<file path="src/rtl/spi_pkg.sv">
// spi_pkg: shared constants, FSM state type and CRC7 helper for the SPI responder.
//   SCLK_IDX/MOSI_IDX/SS_IDX : bit positions inside the {ss_n, mosi, sclk} pin bundle
//   IDLE_BYTE_DFLT           : default MISO word when no tx data is queued
//   spi_slave_state_t        : IDLE (deselected) / ACTIVE (ss_n low)
//   crc7_next()              : advances a CRC7 (x^7+x^3+1) over the low nbits of data, MSB first
package spi_pkg;

   localparam int SCLK_IDX = 0;
   localparam int MOSI_IDX = 1;
   localparam int SS_IDX   = 2;
   localparam int NUM_PINS = 3;

   localparam logic [7:0] IDLE_BYTE_DFLT = 8'hFF;

   typedef enum logic {
      IDLE   = 1'b0,
      ACTIVE = 1'b1
   } spi_slave_state_t;

   function automatic logic [6:0] crc7_next(input logic [6:0] crc,
                                            input logic [31:0] data,
                                            input int unsigned nbits);
      logic [6:0] c;
      logic       fb;
      c = crc;
      for (int i = 31; i >= 0; i--) begin
         if (i < int'(nbits)) begin
            fb = c[6] ^ data[i];
            c  = {c[5:0], 1'b0} ^ (fb ? 7'h09 : 7'h00);
         end
      end
      return c;
   endfunction

endpackage

</file>
<file path="src/rtl/spi_pin_sync.sv">
// spi_pin_sync: SYNC_STAGES-deep synchroniser followed by a previous-value flop,
// giving a clean level plus single-cycle rise/fall strobes in the clk domain.
//   clk, rst  : system clock, synchronous active-high reset
//   pin_i     : asynchronous input pin
//   level_o   : synchronised level
//   rise_o    : level went 0->1 (combinational from the last two flops)
//   fall_o    : level went 1->0
// RST_VAL is the pin's idle level, so leaving reset produces no false edge.
module spi_pin_sync #(
   parameter int   SYNC_STAGES = 2,
   parameter logic RST_VAL     = 1'b0
) (
   input  logic clk,
   input  logic rst,
   input  logic pin_i,
   output logic level_o,
   output logic rise_o,
   output logic fall_o
);

   logic [SYNC_STAGES-1:0] sync_q;
   logic                   prev_q;

   always_ff @(posedge clk) begin
      if (rst) begin
         sync_q <= {SYNC_STAGES{RST_VAL}};
         prev_q <= RST_VAL;
      end else begin
         sync_q <= {sync_q[SYNC_STAGES-2:0], pin_i};
         prev_q <= sync_q[SYNC_STAGES-1];
      end
   end

   assign level_o = sync_q[SYNC_STAGES-1];
   assign rise_o  =  sync_q[SYNC_STAGES-1] & ~prev_q;
   assign fall_o  = ~sync_q[SYNC_STAGES-1] &  prev_q;

endmodule

</file>
<file path="src/rtl/spi_slave_responder.sv">
// spi_slave_responder: SPI mode-3 slave byte engine (SD-card bus far end).
// Oversamples {ss_n, mosi, sclk} in the clk domain, deserialises MOSI words and
// serialises host words onto MISO through a one-deep tx holding register.
//   clk, rst        : system clock, synchronous active-high reset
//   from_master_i   : [0]=sclk [1]=mosi [2]=ss_n
//   to_master_o     : miso (1 while deselected)
//   rx_dat_o        : last complete received word, held until the next one
//   rx_valid_o      : one-cycle strobe when rx_dat_o updates
//   tx_dat_i/tx_valid_i/tx_ready_o : host tx handshake into the holding register
//   tx_underrun_o   : one-cycle strobe when a word starts with nothing queued
//   crc7_o          : running CRC7 of received words in the current frame
// Optional feature macro: SPI_SLAVE_CRC7_EN (undefined: crc7_o tied to 0).
module spi_slave_responder
   import spi_pkg::*;
#(
   parameter int                    DATA_WIDTH  = 8,
   parameter int                    SYNC_STAGES = 2,
   parameter logic [DATA_WIDTH-1:0] IDLE_BYTE   = DATA_WIDTH'(IDLE_BYTE_DFLT)
) (
   input  logic                  clk,
   input  logic                  rst,
   input  logic [2:0]            from_master_i,
   output logic                  to_master_o,
   output logic [DATA_WIDTH-1:0] rx_dat_o,
   output logic                  rx_valid_o,
   input  logic [DATA_WIDTH-1:0] tx_dat_i,
   input  logic                  tx_valid_i,
   output logic                  tx_ready_o,
   output logic                  tx_underrun_o,
   output logic [6:0]            crc7_o
);

   localparam int CNT_W = (DATA_WIDTH > 1) ? $clog2(DATA_WIDTH) : 1;

   logic [NUM_PINS-1:0] lvl, rise, fall;

   genvar g;
   generate
      for (g = 0; g < NUM_PINS; g++) begin : g_pin
         spi_pin_sync #(
            .SYNC_STAGES (SYNC_STAGES),
            .RST_VAL     ((g == MOSI_IDX) ? 1'b0 : 1'b1)
         ) u_sync (
            .clk     (clk),
            .rst     (rst),
            .pin_i   (from_master_i[g]),
            .level_o (lvl[g]),
            .rise_o  (rise[g]),
            .fall_o  (fall[g])
         );
      end
   endgenerate

   logic unused_pins;
   assign unused_pins = ^{lvl[SCLK_IDX], lvl[SS_IDX], rise[MOSI_IDX], fall[MOSI_IDX]};

   spi_slave_state_t      state_q;
   logic [CNT_W-1:0]      bit_cnt_q;
   logic [DATA_WIDTH-1:0] rx_sh_q, tx_sh_q, hold_q, rx_dat_q;
   logic                  miso_q, rx_valid_q, tx_ready_q, underrun_q;
   logic [DATA_WIDTH-1:0] rx_sh_d;
   logic                  last_bit;

   assign rx_sh_d  = {rx_sh_q[DATA_WIDTH-2:0], lvl[MOSI_IDX]};
   assign last_bit = (bit_cnt_q == CNT_W'(DATA_WIDTH-1));

`ifdef SPI_SLAVE_CRC7_EN
   logic [6:0] crc_q;
`endif

   always_ff @(posedge clk) begin
      if (rst) begin
         state_q    <= IDLE;
         bit_cnt_q  <= '0;
         rx_sh_q    <= '0;
         tx_sh_q    <= '0;
         hold_q     <= '0;
         rx_dat_q   <= '0;
         miso_q     <= 1'b1;
         rx_valid_q <= 1'b0;
         tx_ready_q <= 1'b1;
         underrun_q <= 1'b0;
`ifdef SPI_SLAVE_CRC7_EN
         crc_q      <= '0;
`endif
      end else begin
         rx_valid_q <= 1'b0;
         underrun_q <= 1'b0;

         // Accept needs an empty holding reg and consume needs a full one, so
         // they never fight over tx_ready_q. A same-cycle consume sees empty.
         if (tx_valid_i && tx_ready_q) begin
            hold_q     <= tx_dat_i;
            tx_ready_q <= 1'b0;
         end

         case (state_q)
            IDLE: begin
               miso_q    <= 1'b1;
               bit_cnt_q <= '0;
               rx_sh_q   <= '0;
               tx_sh_q   <= '0;
               if (fall[SS_IDX]) begin
                  state_q <= ACTIVE;
`ifdef SPI_SLAVE_CRC7_EN
                  crc_q   <= '0;
`endif
               end
            end

            ACTIVE: begin
               if (rise[SS_IDX]) begin
                  // Abort: partial words are dropped, holding reg survives.
                  state_q   <= IDLE;
                  miso_q    <= 1'b1;
                  bit_cnt_q <= '0;
               end else begin
                  if (fall[SCLK_IDX]) begin
                     if (bit_cnt_q == '0) begin
                        if (!tx_ready_q) begin
                           tx_sh_q    <= hold_q;
                           miso_q     <= hold_q[DATA_WIDTH-1];
                           tx_ready_q <= 1'b1;
                        end else begin
                           tx_sh_q    <= IDLE_BYTE;
                           miso_q     <= IDLE_BYTE[DATA_WIDTH-1];
                           underrun_q <= 1'b1;
                        end
                     end else begin
                        tx_sh_q <= tx_sh_q << 1;
                        miso_q  <= tx_sh_q[DATA_WIDTH-2];
                     end
                  end

                  if (rise[SCLK_IDX]) begin
                     rx_sh_q <= rx_sh_d;
                     if (last_bit) begin
                        bit_cnt_q  <= '0;
                        rx_dat_q   <= rx_sh_d;
                        rx_valid_q <= 1'b1;
`ifdef SPI_SLAVE_CRC7_EN
                        crc_q      <= crc7_next(crc_q, 32'(rx_sh_d), DATA_WIDTH);
`endif
                     end else begin
                        bit_cnt_q <= bit_cnt_q + 1'b1;
                     end
                  end
               end
            end

            default: state_q <= IDLE;
         endcase
      end
   end

   assign to_master_o   = miso_q;
   assign rx_dat_o      = rx_dat_q;
   assign rx_valid_o    = rx_valid_q;
   assign tx_ready_o    = tx_ready_q;
   assign tx_underrun_o = underrun_q;

`ifdef SPI_SLAVE_CRC7_EN
   assign crc7_o = crc_q;
`else
   assign crc7_o = 7'd0;
`endif

endmodule

</file>
<file path="config.mk">
export PLATFORM = sky130hd
export DESIGN_NAME = spi_slave_responder
export DESIGN_NICKNAME = d
export VERILOG_FILES = /design/src/rtl/spi_pkg.sv /design/src/rtl/spi_pin_sync.sv /design/src/rtl/spi_slave_responder.sv
export SDC_FILE = /design/constraint.sdc
export NUM_CORES = 1
export LEC_CHECK = 0
export ABC_AREA = 1
export CORE_MARGIN = 3
export CORE_UTILIZATION = 51
export CTS_CLUSTER_SIZE = 40
export DETAILED_ROUTE_END_ITERATION = 16
export PLACE_DENSITY = 0.78
export SYNTH_ARGS = -nofsm -noshare
export SYNTH_HDL_FRONTEND = slang
export SYNTH_SLANG_ARGS = --single-unit
export TNS_END_PERCENT = 100
</file>
<file path="constraint.sdc">
create_clock -name clk -period 1.35 [get_ports clk]
set_input_delay 0.135 -clock clk [delete_from_list [all_inputs] [get_ports clk]]
set_output_delay 0.135 -clock clk [all_outputs]
set_load 0.02 [all_outputs]
</file>
Word-level counts from Yosys, hierarchy flattened

Cells that the tools add are included.

Logic and storage cells: 70
Register bits after elaboration: 46

Multiplexer cells: 28
Bitwise gates (word level): 13
Reduce and logical (&&, ||, !) cells: 7
Add/sub/neg operators: 1
Eq/ne operators: 6

Operators with widths:

| kind                                           | count |
|---|---|
| 2-to-1 mux 7 bit                               | 6 |
| case mux 7 bit (2 select lines)                | 2 |
| 2-to-1 mux 1 bit                               | 14 |
| 2-to-1 mux 3 bit                               | 3 |
| inverter 1 bit                                 | 9 |
| != test 3 x 1 -> 1 bit (second input constant) | 2 |
| case mux 3 bit (2 select lines)                | 1 |
| OR reduction 5 bit                             | 1 |
| bitwise AND 1 bit                              | 4 |
| != test 2 x 1 -> 1 bit (second input constant) | 2 |
| case mux 1 bit (2 select lines)                | 2 |
| AND reduction 2 bit                            | 2 |
| AND reduction 4 bit                            | 1 |
| OR reduction 4 bit                             | 1 |
| adder 3 x 1 -> 3 bit (second input constant)   | 1 |
| == test 3 bit (second input constant)          | 1 |
| zero test 3 bit                                | 1 |
| != test 2 bit (second input constant)          | 1 |
| logical AND 1 bit                              | 1 |

Depth between registers and ports, before layout

Gate-level depths: netlist (run 1).

Depth in word-level cells: 7
Depth in mapped cells: 8
Gate-level depth less buffers: 8

Cells and area by module

From an unflattened synthesis (run 1), not the netlist that was laid out.

Cell total of the unflattened synthesis: 258
Area, all modules: 1910.6 um^2

By module, submodules not included:

| module                             | area an instance (um^2) | seq. area each (um^2) | cells each | instances |
|---|---|---|---|---|
| spi_slave_responder                | 1621.6                  | 760.7                 | 220        | 1 |
| spi_pin_sync (g_pin[0].u_sync ...) | 97.6                    | 60.1                  | 13         | 2 |
| spi_pin_sync (g_pin[1].u_sync)     | 93.8                    | 60.1                  | 12         | 1 |

Worst setup path after synthesis (run 1)

OpenSTA, ideal clock, no wires.

Path type: register -> register
From: reg bit_cnt_q[0]
To: reg rx_dat_q[1] (netlist: rx_dat_o[1])
Buffers on the path: 1
Data arrival time: 1.113 ns
Stages on the path, launching flop included: 8
Setup slack: 0.114 ns
Clock period less this slack: 1.236 ns
Path through: dfxtp_1 ha_1 ha_1 nand2_1 nor2_4 buf_6 nand3_1 o21ai_0

Word-level cells in the longest chain between the ends: 2

RTL lines:

| element                              | line                       | text |
|---|---|---|
| from (decl)                          | spi_slave_responder.sv:58  | `logic [CNT_W-1:0] bit_cnt_q;` |
| from (signal assigned)               | spi_slave_responder.sv:145 | `bit_cnt_q <= bit_cnt_q + 1'b1;` |
| == test 3 bit                        | spi_slave_responder.sv:65  | `assign last_bit = (bit_cnt_q == CNT_W'(DATA_WIDTH-1));` |
| named net last_bit                   | spi_slave_responder.sv:62  | `logic last_bit;` |
| AND reduction 4 bit (no source line) | -                          |  |
| to (signal assigned)                 | spi_slave_responder.sv:139 | `rx_dat_q <= rx_sh_d;` |
| to (decl)                            | spi_slave_responder.sv:59  | `logic [DATA_WIDTH-1:0] rx_sh_q, tx_sh_q, hold_q, rx_dat_q;` |

The timed path passes the listed nets, and every way through them passes these cells.
A chain may end at the register's enable or synchronous reset.

Final worst setup path (run 1)

From: reg bit_cnt_q[0]
To: reg rx_dat_q[3] (netlist: rx_dat_o[3])

Same word-level chain as after synthesis.

==> flow_metrics.env, run 1 <==
export IMPL_cp_slowest_cell="dfxtp_2"
export IMPL_area_growth_pct=23.7
export IMPL_cp_required_ps=1540
export IMPL_fmax_ghz=0.792
export IMPL_worstSetupEndpointType="register"
export IMPL_detail_route_wl_per_cell_um=10.9
export IMPL_worst_ir_drop_vdd_mv=0.851
export IMPL_worst_r2r_path_depth=7
export IMPL_seq_area_um2=923
export IMPL_nFillCells=298
export IMPL_clkSinkCount=46
export IMPL_tritoncts="done"
export IMPL_cell_count_after_placement=317
export IMPL_core_rowCount=21
export IMPL_largest_net_degree_at_the_start_of_global_routing=27
export IMPL_path_cells="ha_1, ha_1, nand2_2, nor2_4, buf_12, nand3_1, o21ai_0"
export IMPL_die_ar_mm2=0.00444
export IMPL_cts_buffer_depth=2
export IMPL_critical_path_class="register to register"
export IMPL_initial_core_util=0.545
export IMPL_ys_ff_latch=46
export IMPL_top_level_port_count=33
export IMPL_finalHoldViolCount=0
export IMPL_antenna_cells=0
export IMPL_finalWorstPathRequiredPeriod_ps=1260
export IMPL_floorplan_die_height_um=66.7
export IMPL_grt_use_total=0.173
export IMPL_start_kind="register"
export IMPL_cts_buffers_inserted=5
export IMPL_combPwrFrac=0.088
export IMPL_cts_hold_buffers_added=0
export IMPL_post_synth_cell_area_avg_um2=7.60
export IMPL_detailed_place_hpwl_um=2530
export IMPL_cts_clk_slew_worst_paths_ps=90
export IMPL_power_switching_mw=0.604
export IMPL_fin_area_mm2=0.00232
export IMPL_grt_pass1_vias=1373
export IMPL_hold_path_startpoint="from_master_i[1]"
export IMPL_grt_first_pass_wirelength_um=5930
export IMPL_vias_per_cell=4.88
export IMPL_worst_endpoint_arrival_ps=1450
export IMPL_placement_io_buffers=25
export IMPL_final_nets=296
export IMPL_timing_hold_worst_endpoint="g_pin[1].u_sync.sync_q[0]"
export IMPL_min_delay_path_class="input port to register"
export IMPL_htreeDepth=2
export IMPL_timing_critical_path_fanout_max=16
export IMPL_layout_setup_ws_ps=86.8
export IMPL_p_int_mw=1.95
export IMPL_place_gp_congestion=0.803
export IMPL_synth_yosys_seq_area_share=0.491
export IMPL_routed_wire_length_um=3550
export IMPL_crit_path_max_incr_delay_ps=340
export IMPL_setup_violations_final=0
export IMPL_rsz0062_at_grt="no"
export IMPL_clk_root_buffer_cell="clkbuf_8"
export IMPL_outcome="complete, no violations"
export IMPL_setup_reg_to_reg_worst_slack_ps=90
export IMPL_finish_utilization=0.675
export IMPL_multiInputGateArea_um2=811
export IMPL_detail_route_iter0_violations=96
export IMPL_globalRoute_totalOverflow=0
export IMPL_synth_warnings=0
export IMPL_power_density_mw_per_mm2=1100
export IMPL_fin_crit_sh=0.936
export IMPL_drt_pass1_iter_count=6
export IMPL_worst_path_most_repeated_cell="ha_1"
export IMPL_share_of_layout_cells_above_drive_strength_1=0.125
export IMPL_fin_cells=326
export IMPL_worstReg2RegEnd="rx_dat_o[3]"
export IMPL_number_of_antenna_violations_at_the_first_check_in_global_routing=0
export IMPL_cap_violations=0
export IMPL_syn_instance_count=247
export IMPL_placed_cell_area_mm2=0.00220
export IMPL_die_w_um=66.7
export IMPL_drc=0
export IMPL_place_worst_setup_slack_ps=-21.9
export IMPL_worst_hold_path_cell_count=3
export IMPL_route_antenna_remaining_nets=0
export IMPL_power_share_sequential=0.550
export IMPL_skew_ps=8.71
export IMPL_total_number_of_vias=1592
export IMPL_clk_latency_ps=300
export IMPL_syn_cell_area_mm2=0.00188
export IMPL_netlist_cell_type_count=20
export IMPL_p_leak_nw=0.995
export IMPL_p_clk_frac=0.362
export IMPL_swShare=0.237
export IMPL_final_max_slew_viol_count=0
export IMPL_coreArea_mm2=0.00344
export IMPL_reg_to_reg_startpoint="bit_cnt_q[0]"
==> state kept, by name, indices dropped and copies added, names as in the netlist <==
name,flops
rx_sh_q,7
bit_cnt_q,3
g_pin.u_sync.prev_q,2
rx_dat_o,8
hold_q,8
tx_sh_q,7
tx_underrun_o,1
rx_valid_o,1
to_master_o,1
state_q,1
tx_ready_o,1
g_pin.u_sync.sync_q,6
==> power by group through the flow <==
| stage | Clock [mW] | Sequential (mW) | Combinational, mW |
|---|---|---|---|
| 2_1_floorplan | 0 | 1.44 | 0.156 |
| 3_3_place_gp | 0 | 1.44 | 0.220 |
| 3_5_place_dp | 0 | 1.44 | 0.223 |
| 4_1_cts | 0.937 | 1.41 | 0.222 |
| 5_1_grt | 0.995 | 1.41 | 0.253 |
| 6_report | 0.924 | 1.41 | 0.224 |
==> cells in the mapped netlist <==
master,n,area (um^2)
nand3_1,22,110
nand2_1,67,251
clkinv_1,2,7.51
buf_1,1,3.75
nand4_1,2,12.5
dfxtp_1,46,921
conb_1,1,3.75
or2_2,5,31.3
ha_1,3,37.5
buf_6,1,11.3
a21oi_1,26,130
buf_4,7,52.6
clkbuf_1,3,11.3
nor2_4,4,45.0
nor2_1,12,45.0
buf_2,4,20.0
o21ai_0,17,85.1
nor3_1,2,10.0
inv_1,20,75.1
nand2_2,2,12.5
==> what timing repair did <==
item / 4_1_cts / 5_1_grt
setup buffers: 0 / 1
resized for setup: 10 / 9
setup endpoints to repair: 10 / 19
pin swaps: 0 / 2
==> kinds of logic (layout without fill, tap and decap cells) <==
kind of cell | count (synthesis) | count (layout) | synth area share
compound gates | 43 | 43 | 0.115
fa+ha+maj | 3 | 3 | 0.0200
buf+inv | 38 | 65 | 0.0967
flops | 46 | 46 | 0.491
other cells | 1 | 7 | 0.00200
simple gates | 116 | 116 | 0.276
==> area by class of cell <==
type	count	area share
clock buffers	7	0.0415
clock inverters	1	0.00377
inverters	22	0.0356
multi-input cells	169	0.349
flip-flops and latches	46	0.398
well taps	46	0.0248
repair buffers	35	0.148
==> how the worst max path moves through the flow <==
stage                                       from          end  slack, ps
after floorplan                     bit_cnt_q[0]  rx_dat_o[1]        110
after global placement                tx_valid_i    hold_q[5]         40
after detailed placement                     rst      state_q        -20
after CTS                             rx_valid_o   rx_valid_o      0.002
after global routing      g_pin[0].u_sync.prev_q   tx_sh_q[3]          4
final                               bit_cnt_q[0]  rx_dat_o[3]         90
==> cells in the final DEF, fill, tap and decap left out <==
cell type	n
clkinv_1	2
clkinv_4	1
a21oi_1	25
dlymetal6s2s_1	2
nand3_1	22
nand2_2	4
nor2_1	12
or2_2	5
o21ai_0	16
conb_1	7
inv_1	20
nor3_2	1
dfxtp_1	44
nor3_1	1
nor2_4	4
dfxtp_2	2
clkbuf_8	7
buf_12	2
a21oi_2	1
nand2_1	65
nand4_1	2
o21ai_1	1
clkdlybuf4s50_1	13
dlygate4sd2_1	10
buf_4	8
ha_1	3
==> critical path, delay by kind of cell, from the launching register on <==
family / cells / cell delay, ps
adder cells (fa/ha/maj): 2 / 390
flip-flops: 1 / 340
AND/OR/NAND/NOR: 3 / 220
buffers and inverters: 1 / 140
AO/OA/AOI/OAI: 1 / 80
==> metal layers <==
metal	up-vias	wire [um]	global-route usage
met2	34	1650	0.288
met3	6	180	0.0455
met5	-	0	0
met4	0	42	0.0533
met1	714	1680	0.218
li1	838	-	-
==> stage by stage <==
step,power [mW],hold WS (ps),setup TNS (ps)
6_report,2.55,358,0
5_1_grt,2.66,374,0
4_1_cts,2.57,356,0
3_5_place_dp,1.66,396,-100
3_3_place_gp,1.66,392,0
2_1_floorplan,1.59,239,0
No activity file was read; power rests on OpenSTA's default activity.
==> run 2, diff against run 1 <==
--- a/config.mk
+++ b/config.mk
@@ -6,6 +6,7 @@
 export NUM_CORES = 1
 export LEC_CHECK = 0
 export ABC_AREA = 1
+export CAP_MARGIN = 25
 export CORE_MARGIN = 3
 export CORE_UTILIZATION = 51
 export CTS_CLUSTER_SIZE = 40
==> results of run 2 <==
No change in the layout: final DEF, timing and power equal those of run 1.
